### config.mk
export PLATFORM = sky130hd
export DESIGN_NAME = reg_scoreboard
export DESIGN_NICKNAME = d
export VERILOG_FILES = /design/src/rtl/reg_scoreboard_pkg.sv /design/src/rtl/reg_scoreboard_entry.sv /design/src/rtl/reg_scoreboard.sv
export SDC_FILE = /design/constraint.sdc
export NUM_CORES = 1
export LEC_CHECK = 0
export ABC_AREA = 1
export CAP_MARGIN = 20
export CORE_MARGIN = 2
export CORE_UTILIZATION = 59
export DETAILED_ROUTE_END_ITERATION = 16
export GPL_TIMING_DRIVEN = 1
export PLACE_DENSITY_LB_ADDON = 0.15
export SLEW_MARGIN = 0
export SYNTH_ARGS = -nofsm -noshare
export SYNTH_HDL_FRONTEND = slang
export SYNTH_SLANG_ARGS = --single-unit
### constraint.sdc
create_clock -name i_clk -period 3.5 [get_ports i_clk]
set_clock_uncertainty 0.1 [all_clocks]
set_input_delay 0.7 -clock i_clk [delete_from_list [all_inputs] [get_ports i_clk]]
set_output_delay 0.7 -clock i_clk [all_outputs]
set_load 0.02 [all_outputs]
### src/rtl/reg_scoreboard_pkg.sv
`default_nettype none
// ============================================================================
//  Module   : reg_scoreboard_pkg
//  Purpose  : Shared constants for the register scoreboard and the decode
//             logic that drives its source-use query inputs.
//             Contents:
//               REG_ADDR_W, NUM_REGS, ZERO_REG - register file geometry
//               JALR, BRANCH, OPIMM, OP, LOAD, STORE - major opcodes
//               src_use()                       - which sources an opcode reads
//  Revision : 1.0 - initial release
// ============================================================================
package reg_scoreboard_pkg;

    localparam int REG_ADDR_W = 5;
    localparam int NUM_REGS   = 32;
    localparam int ZERO_REG   = 0;

    localparam logic [6:0] JALR   = 7'b1100111;
    localparam logic [6:0] BRANCH = 7'b1100011;
    localparam logic [6:0] OPIMM  = 7'b0010011;
    localparam logic [6:0] OP     = 7'b0110011;
    localparam logic [6:0] LOAD   = 7'b0000011;
    localparam logic [6:0] STORE  = 7'b0100011;

    typedef enum logic [1:0] {
        SRC_NONE    = 2'd0,
        SRC_RS1     = 2'd1,
        SRC_RS1_RS2 = 2'd2
    } src_use_e;

    // Decode helper: i_rs1_used = (src_use(op) != SRC_NONE),
    // i_rs2_used = (src_use(op) == SRC_RS1_RS2).
    function automatic src_use_e src_use(input logic [6:0] opcode);
        case (opcode)
            JALR, LOAD, OPIMM: return SRC_RS1;
            BRANCH, STORE, OP: return SRC_RS1_RS2;
            default:           return SRC_NONE;
        endcase
    endfunction

endpackage
`default_nettype wire

### src/rtl/reg_scoreboard_entry.sv
`default_nettype none
// ============================================================================
//  Module   : reg_scoreboard_entry
//  Purpose  : One saturating up/down counter of outstanding writes for a
//             single architectural register.
//  Ports    : i_clk        clock, rising edge
//             i_rst_n      synchronous active-low reset
//             i_inc        one write issued this cycle
//             i_dec[1:0]   number of releases this cycle (writeback + kill)
//             o_busy       counter non-zero
//             o_one        counter equals one (used for writeback bypass)
//             o_err_over   increment attempted at the maximum count
//             o_err_under  release attempted below zero
//  Revision : 1.0 - initial release
// ============================================================================
module reg_scoreboard_entry #(
    parameter int CNT_W = 2
) (
    input  logic       i_clk,
    input  logic       i_rst_n,
    input  logic       i_inc,
    input  logic [1:0] i_dec,
    output logic       o_busy,
    output logic       o_one,
    output logic       o_err_over,
    output logic       o_err_under
);

    // Two guard bits: the top one flags a negative result, bit CNT_W flags
    // a result one above the maximum (the largest possible step is +1).
    localparam int SUM_W = CNT_W + 2;

    logic [CNT_W-1:0] r_cnt_q;
    logic [CNT_W-1:0] w_cnt_d;
    logic [SUM_W-1:0] w_sum;

    always_comb begin
        w_sum       = {2'b00, r_cnt_q} + {{(SUM_W-1){1'b0}}, i_inc}
                    - {{CNT_W{1'b0}}, i_dec};
        w_cnt_d     = w_sum[CNT_W-1:0];
        o_err_over  = 1'b0;
        o_err_under = 1'b0;
        if (w_sum[SUM_W-1]) begin
            w_cnt_d     = '0;
            o_err_under = 1'b1;
        end else if (w_sum[CNT_W]) begin
            w_cnt_d     = '1;
            o_err_over  = 1'b1;
        end
    end

    always_ff @(posedge i_clk) begin
        if (!i_rst_n) begin
            r_cnt_q <= '0;
        end else begin
            r_cnt_q <= w_cnt_d;
        end
    end

    assign o_busy = |r_cnt_q;
    assign o_one  = (r_cnt_q == CNT_W'(1));

endmodule
`default_nettype wire

### src/rtl/reg_scoreboard.sv
`default_nettype none
// ============================================================================
//  Module   : reg_scoreboard
//  Purpose  : Tracks in-flight register writes (issue increments, writeback
//             and squash decrement) and answers decode's source-busy query.
//  Ports    : i_clk, i_rst_n          clock / synchronous active-low reset
//             i_issue_valid/_rd       destination registered at issue
//             i_wb_valid/_rd          destination released at writeback
//             i_kill_valid/_rd        destination released by squash
//             i_rs1_used/i_rs1        decode source 1 query
//             i_rs2_used/i_rs2        decode source 2 query
//             o_stall                 decode must hold (combinational)
//             o_busy_mask             per-register non-zero counters
//             o_overflow              sticky saturation error
//  Macro    : SCOREBOARD_WB_BYPASS_EN - a register whose only outstanding
//             write is being written back this cycle is reported not busy
//             to the stall query (o_busy_mask is unaffected).
//  Revision : 1.0 - initial release
// ============================================================================
module reg_scoreboard #(
    parameter int CNT_W    = 2,
    parameter int NUM_REGS = 32
) (
    input  logic                i_clk,
    input  logic                i_rst_n,
    input  logic                i_issue_valid,
    input  logic [4:0]          i_issue_rd,
    input  logic                i_wb_valid,
    input  logic [4:0]          i_wb_rd,
    input  logic                i_kill_valid,
    input  logic [4:0]          i_kill_rd,
    input  logic                i_rs1_used,
    input  logic [4:0]          i_rs1,
    input  logic                i_rs2_used,
    input  logic [4:0]          i_rs2,
    output logic                o_stall,
    output logic [NUM_REGS-1:0] o_busy_mask,
    output logic                o_overflow
);

    import reg_scoreboard_pkg::*;

    logic [NUM_REGS-1:0] w_busy_mask;
    logic [NUM_REGS-1:0] w_err_over;
    logic [NUM_REGS-1:0] w_err_under;
`ifdef SCOREBOARD_WB_BYPASS_EN
    logic [NUM_REGS-1:0] w_one;
    assign w_one[ZERO_REG] = 1'b0;
`endif

    logic r_overflow_q;
    logic w_overflow_d;
    logic w_rs1_busy;
    logic w_rs2_busy;

    // Register 0 has no counter: its events are dropped and it is never busy.
    assign w_busy_mask[ZERO_REG] = 1'b0;
    assign w_err_over[ZERO_REG]  = 1'b0;
    assign w_err_under[ZERO_REG] = 1'b0;

    for (genvar n = 1; n < NUM_REGS; n++) begin : g_entry
        logic       w_inc;
        logic       w_wb_hit;
        logic       w_kill_hit;
        logic [1:0] w_dec;

        assign w_inc      = i_issue_valid && (i_issue_rd == REG_ADDR_W'(n));
        assign w_wb_hit   = i_wb_valid    && (i_wb_rd    == REG_ADDR_W'(n));
        assign w_kill_hit = i_kill_valid  && (i_kill_rd  == REG_ADDR_W'(n));
        // Writeback and kill of the same register can both release.
        assign w_dec      = {1'b0, w_wb_hit} + {1'b0, w_kill_hit};

        reg_scoreboard_entry #(
            .CNT_W (CNT_W)
        ) u_entry (
            .i_clk       (i_clk),
            .i_rst_n     (i_rst_n),
            .i_inc       (w_inc),
            .i_dec       (w_dec),
            .o_busy      (w_busy_mask[n]),
`ifdef SCOREBOARD_WB_BYPASS_EN
            .o_one       (w_one[n]),
`else
            .o_one       (),
`endif
            .o_err_over  (w_err_over[n]),
            .o_err_under (w_err_under[n])
        );
    end

    always_comb begin
        w_rs1_busy = w_busy_mask[i_rs1];
        w_rs2_busy = w_busy_mask[i_rs2];
`ifdef SCOREBOARD_WB_BYPASS_EN
        // The register file is written before it is read, so the last
        // outstanding write landing this cycle already satisfies the read.
        if (i_wb_valid && (i_wb_rd == i_rs1) && w_one[i_rs1]) begin
            w_rs1_busy = 1'b0;
        end
        if (i_wb_valid && (i_wb_rd == i_rs2) && w_one[i_rs2]) begin
            w_rs2_busy = 1'b0;
        end
`endif
    end

    assign o_stall = (i_rs1_used && w_rs1_busy) || (i_rs2_used && w_rs2_busy);

    assign w_overflow_d = r_overflow_q | (|w_err_over) | (|w_err_under);

    always_ff @(posedge i_clk) begin
        if (!i_rst_n) begin
            r_overflow_q <= 1'b0;
        end else begin
            r_overflow_q <= w_overflow_d;
        end
    end

    assign o_busy_mask = w_busy_mask;
    assign o_overflow  = r_overflow_q;

endmodule
`default_nettype wire

Yosys cells after proc, flatten, opt, wreduce, memory -nomap -nowiden
Cells that the tools add are included.
{ "totals": {"regBits": 63, "latchBits": 0, "mem_bits_rw": 0, "romBits": 0, "input_bits": 32, "elab_cells": 511, "mem_count": 0} }
{ "op_classes": {"n_addsub": 93, "mul": 0, "n_div": 0, "n_lt_le_gt_ge": 2, "eq_ne": 93, "shift": 0, "n_mux": 128, "bitwise_logic": 3, "n_reduce_logical": 160} }
{ "ops": {"columns": ["op", "count"], "rows": [
  ["== test 5 bit (second input constant)", 48],
  ["OR reduction 2 bit", 62],
  ["subtractor 4 x 2 -> 4 bit", 31],
  ["== test 5 x 4 -> 1 bit (second input constant)", 24],
  ["logical AND 1 bit", 95],
  ["2-to-1 mux 1 bit", 95],
  ["adder 2 x 1 -> 3 bit", 31],
  ["adder 1 x 1 -> 2 bit", 31],
  ["2-to-1 mux 2 bit", 31],
  ["OR reduction 31 bit", 2],
  ["== test 5 x 3 -> 1 bit (second input constant)", 12],
  ["== test 5 x 2 -> 1 bit (second input constant)", 6],
  ["== test 5 x 1 -> 1 bit (second input constant)", 3],
  ["< comparator 5 x 6 -> 1 bit (second input constant)", 2],
  ["binary-select mux 1 bit (select 5 bit)", 2],
  ["OR 1 bit", 2],
  ["logical OR 1 bit", 1],
  ["inverter 1 bit", 1]
]} }

Logic depth before layout (Yosys ltp)
{ "depth": {"depth_word": 9, "ltp_mapped": 18} }

Cells and area by module
A second synthesis with hierarchy kept.
{ "hier_totals": {"hier_cells": 1329, "area_unflattened_um2": 8598.2} }
{ "by_module_without_submodules": {"columns": ["mod", "instances", "cells_each", "area_each_um2", "seq_area_each_um2"], "rows": [
  ["reg_scoreboard_entry (g_entry[10].u_entry ...)", 30, 29, 209.0, 40.0],
  ["reg_scoreboard", 1, 431, 2112.0, 20.0],
  ["reg_scoreboard_entry (g_entry[9].u_entry)", 1, 28, 217.7, 40.0]
]} }

Least setup slack after synthesis
No wires, ideal clock.
{ "synth_path": {"path_kind": "in2reg", "start": "input port i_issue_valid", "end": "register r_overflow_q, in the netlist o_overflow", "setup_ps": 110, "t_arrival_ps": 2720, "t_required_ps": 3290, "slack_ps": 570, "stages": 18, "path_cell_list": "inv_1 -> nor2_1 -> inv_1 -> clkbuf_1 -> nor2_1 -> ha_1 -> inv_1 -> fa_1 -> ha_1 -> xor2_1 -> nand2_1 -> nand2_1 -> nor2_1 -> nand2_1 -> nor2_1 -> nand3_1 -> nand2_1 -> inv_1"} }
{ "synth_via": {"elab_chain_len": 8, "elab_cells_between_ends": 190} }
{ "synth_lines": {"columns": ["element", "line", "source"], "rows": [
  ["from (decl)", "reg_scoreboard.sv:26", "input logic i_issue_valid,"],
  ["logical AND 1 bit", "reg_scoreboard.sv:67", "assign w_inc = i_issue_valid && (i_issue_rd == REG_ADDR_W'(n));"],
  ["adder 2 x 1 -> 3 bit", "reg_scoreboard_entry.sv:38", "w_sum = {2'b00, r_cnt_q} + {{(SUM_W-1){1'b0}}, i_inc}"],
  ["subtractor 4 x 2 -> 4 bit", "reg_scoreboard_entry.sv:39", "- {{CNT_W{1'b0}}, i_dec};"],
  ["2-to-1 mux 1 bit", "reg_scoreboard_entry.sv:46", "end else if (w_sum[CNT_W]) begin"],
  ["2-to-1 mux 1 bit", "reg_scoreboard_entry.sv:43", "if (w_sum[SUM_W-1]) begin"],
  ["OR reduction 31 bit", "reg_scoreboard.sv:108", "assign w_overflow_d = r_overflow_q | (|w_err_over) | (|w_err_under);"],
  ["OR 1 bit", "reg_scoreboard.sv:108", null],
  ["OR 1 bit *", "reg_scoreboard.sv:108", null],
  ["to (signal assigned)", "reg_scoreboard.sv:114", "r_overflow_q <= w_overflow_d;"],
  ["to (decl)", "reg_scoreboard.sv:51", "logic r_overflow_q;"]
]} }
Mark *: on every way between the ends. The rest lies on a longest branch, timed or not.
A chain may end at the register's enable or synchronous reset.

Final worst setup path
{ "layout_path": {"start": "input port i_issue_rd[3]", "end": "register r_overflow_q, in the netlist o_overflow"} }
{ "layout_via": {"elab_chain_len": 9, "elab_cells_between_ends": 221} }
{ "layout_lines": {"columns": ["element", "line", "source"], "rows": [
  ["from (decl)", "reg_scoreboard.sv:27", "input logic [4:0] i_issue_rd,"],
  ["== test 5 x 1 -> 1 bit, or another cell as far along", "reg_scoreboard.sv:67", null],
  ["logical AND 1 bit", "reg_scoreboard.sv:67", null],
  ["adder 2 x 1 -> 3 bit", "reg_scoreboard_entry.sv:38", null],
  ["subtractor 4 x 2 -> 4 bit", "reg_scoreboard_entry.sv:39", null],
  ["2-to-1 mux 1 bit", "reg_scoreboard_entry.sv:46", null],
  ["2-to-1 mux 1 bit", "reg_scoreboard_entry.sv:43", null],
  ["OR reduction 31 bit", "reg_scoreboard.sv:108", null],
  ["OR 1 bit", "reg_scoreboard.sv:108", null],
  ["OR 1 bit *", "reg_scoreboard.sv:108", null]
]} }
Marked as above.

==> flow_summary.toml <==
[finish]
drive_gt1_share_pct = 4.087
nets = 1203
diodes = 0
area.growth.synth_to_final_pct = 15.44
stdcell_area_um2 = 7699

[clocking]
htreeDepth = 3
path_clk_slew_ps = 60
cts-root-buf = "clkbuf_16"
cts_sinks = 63
clk_path_buf_depth = 2
cts_buffers = 9
cts_tree = "done"
insertion_delay_ps = 340

[status]
status = "finished clean"

[worst_setup_path]
cp.required_ps = 3650
critical_path.max_fanout = 5
worstPathArrival_ps = 3460
end_kind = "register"
worst_setup_path_start_kind = "input pin"
worstSetupPathType = "in2reg"

[power_and_ir_drop]
total_power_w = 0.002382
power_density_nw_per_um2 = 309.4
ir_drop_mv = 0.2491
cellLeakagePower_nw = 3.947

[yosys]
synth_seq_cells = 63
syn-num-nets = 1156
ys_seq_area_share_pct = 18.91
synth.area.mux_share_pct = 0
synth_compound_area_share_pct = 4.728
synthAdderAreaFrac_pct = 26.75
yosys_warnings = 0
synth-simple-area-share_pct = 29.85
ys_types = 24
syn_area_um2 = 6669
synth_xor_area_share_pct = 4.071
syn-instance-count = 1000
synth_top_family_by_area = "simple AND/OR/NAND/NOR gates"
syn_area_per_cell_um2 = 6.669

[routing]
via_per_inst = 5.253
first_pass_iters = 7
drt_iter0_markers = 596
post_drt_wl_per_cell_um = 15.47
drt_wl_total_um = 18440
antenna_left = 0
vias = 6262
drc = 0

[timing]
timing.final.ws_setup_ps = 191.6
maxSlewViolCount = 0
hold_violations = 0
finalSetupViolCount = 0
rsz0062_at_grt = "no"
finalCritPeriodShare_pct = 94.53
fin_crit_ps = 3308
fmax_mhz = 302.3

[grt]
grtUsageTotal_pct = 32.44
grt_pass1_vias = 5867
grt_overflow = 0
grt_antenna_before_repair = 0
grt_max_degree = 33
grt_pass1_wl_um = 28820

[floorplan]
die_x_um = 110.3
ios = 66
die_area_um2 = 12170
core_area_um2 = 10940
die_h_um = 110.3
num_rows = 38
initial_core_util_pct = 60.98

[place]
port_buffers = 64
dp_hpwl_um = 14870
gp_congestion = 0.9301
post_dp_cell_area_um2 = 7370
dpl_worst_slack_ps = -173.5

[run]
maxCapViolations = 0

[min_path]
min_path_type = "reg2reg"
==> metrics by stage <==
stage	util (%)	setup TNS [ps]	std cells	hold slack, ps
floorplan	-	0	1000	595.1
global placement	67.39	-121.1	1176	637.1
detailed placement	67.39	-173.5	1176	653.8
CTS	70.35	0	1192	666.6
global route	70.40	0	1192	714.7
finish	70.40	0	1192	661.5
==> registers in the layout (all words and copies together) (netlist names) <==
name                     count
g_entry.u_entry.r_cnt_q     62
o_overflow                   1
==> cell usage after synthesis <==
| library cell | number | area share (%) |
|---|---|---|
| inv_1 | 179 | 10 |
| nand4_1 | 7 | 0.66 |
| inv_2 | 2 | 0.11 |
| clkbuf_1 | 9 | 0.51 |
| nor3_1 | 3 | 0.23 |
| xor2_1 | 30 | 3.9 |
| nor2b_1 | 1 | 0.094 |
| nand3_1 | 56 | 4.2 |
| buf_2 | 2 | 0.15 |
| buf_4 | 33 | 3.7 |
| xnor2_1 | 1 | 0.13 |
| inv_4 | 1 | 0.094 |
| inv_6 | 1 | 0.13 |
| conb_1 | 1 | 0.056 |
| nand2_1 | 253 | 14 |
| buf_6 | 5 | 0.84 |
| dfxtp_1 | 63 | 19 |
| fa_1 | 31 | 9.3 |
| a21oi_1 | 63 | 4.7 |
| or2_2 | 2 | 0.19 |
| nor2_1 | 145 | 8.2 |
| nand3b_1 | 16 | 1.8 |
| or2_1 | 3 | 0.28 |
| ha_1 | 93 | 17 |
==> kinds of logic after synthesis <==
family	count (synthesis)
AO/OA/AOI/OAI	63
XOR/XNOR	31
adder cells (fa/ha/maj)	124
buffers and inverters	232
flip-flops	63
other	1
AND/OR/NAND/NOR	486
==> area by class of cell <==
type | instances | area [µm²]
Inverter | 183 | 694.4
Tap cell | 140 | 175.2
Multi-Input combinational cell | 705 | 4368
Clock buffer | 11 | 242.7
Sequential cell | 63 | 1261
Fill cell | 1000 | 3237
Timing Repair Buffer | 85 | 875.8
Clock inverter | 5 | 81.33
==> per-layer routing <==
layer | share of wire, % | vias to the layer above | track usage [%]
met1 | 44 | 2792 | 41.97
met3 | 8.0 | 55 | 6.408
met2 | 44 | 267 | 52.80
met4 | 4.2 | 0 | 13.75
li1 | - | 3148 | -
met5 | 0 | - | 0
==> placed cells by master, fill, tap and decap left out <==
cell type,n
a21oi_1,63
buf_12,6
buf_4,15
bufinv_16,2
clkbuf_1,1
clkbuf_16,9
clkbuf_8,1
clkdlybuf4s50_1,63
clkinv_2,1
clkinv_4,1
clkinvlp_4,1
conb_1,1
dfxtp_1,63
dlymetal6s2s_1,1
fa_1,31
ha_1,93
inv_1,179
inv_2,2
inv_4,1
inv_6,1
nand2_1,253
nand3_1,56
nand3b_1,16
nand4_1,7
nor2_1,144
nor2_2,1
nor2b_1,1
nor3_1,3
or2_1,3
or2_2,2
xnor2_1,1
xor2_1,30
==> critical path, cell delays in order <==
cell and delay [ps]:
clkdlybuf4s50_1 550, inv_1 80, nor2_2 180, nand2_1 110, nor2_1 120, ha_1 150
inv_1 50, fa_1 400, ha_1 230, xor2_1 170, nand2_1 60, nand2_1 60
nor2_1 130, nand2_1 70, nor2_1 180, nand3_1 100, nand2_1 60, inv_1 40
==> repair_timing <==
action                     4_1_cts  5_1_grt
hold buffers                     0        0
hold endpoints to repair         0        0
gates resized for setup          0        2
setup buffers                    0        0
setup endpoints to repair        0        2
==> path summary, 6_finish.rpt <==
path         cells after the start                                       end  slack [ps]                                      start
max                             18                     o_overflow$_SDFF_PN0_         190                              i_issue_rd[3]
min                              4  g_entry[8].u_entry.r_cnt_q[0]$_SDFF_PP0_         660   g_entry[8].u_entry.r_cnt_q[1]$_SDFF_PP0_
max reg2reg                     13                     o_overflow$_SDFF_PN0_        1140  g_entry[25].u_entry.r_cnt_q[0]$_SDFF_PP0_
min reg2reg                      4  g_entry[8].u_entry.r_cnt_q[0]$_SDFF_PP0_         660   g_entry[8].u_entry.r_cnt_q[1]$_SDFF_PP0_
==> power breakdown <==
part           leakage [nW]  total, W  internal (W)  switching, W
Combinational          3.28  0.000614      0.000243      0.000370
Sequential            0.512  0.000780      0.000757     0.0000232
Clock                 0.156  0.000988      0.000643      0.000345
Power figures use the tool's default switching activity.
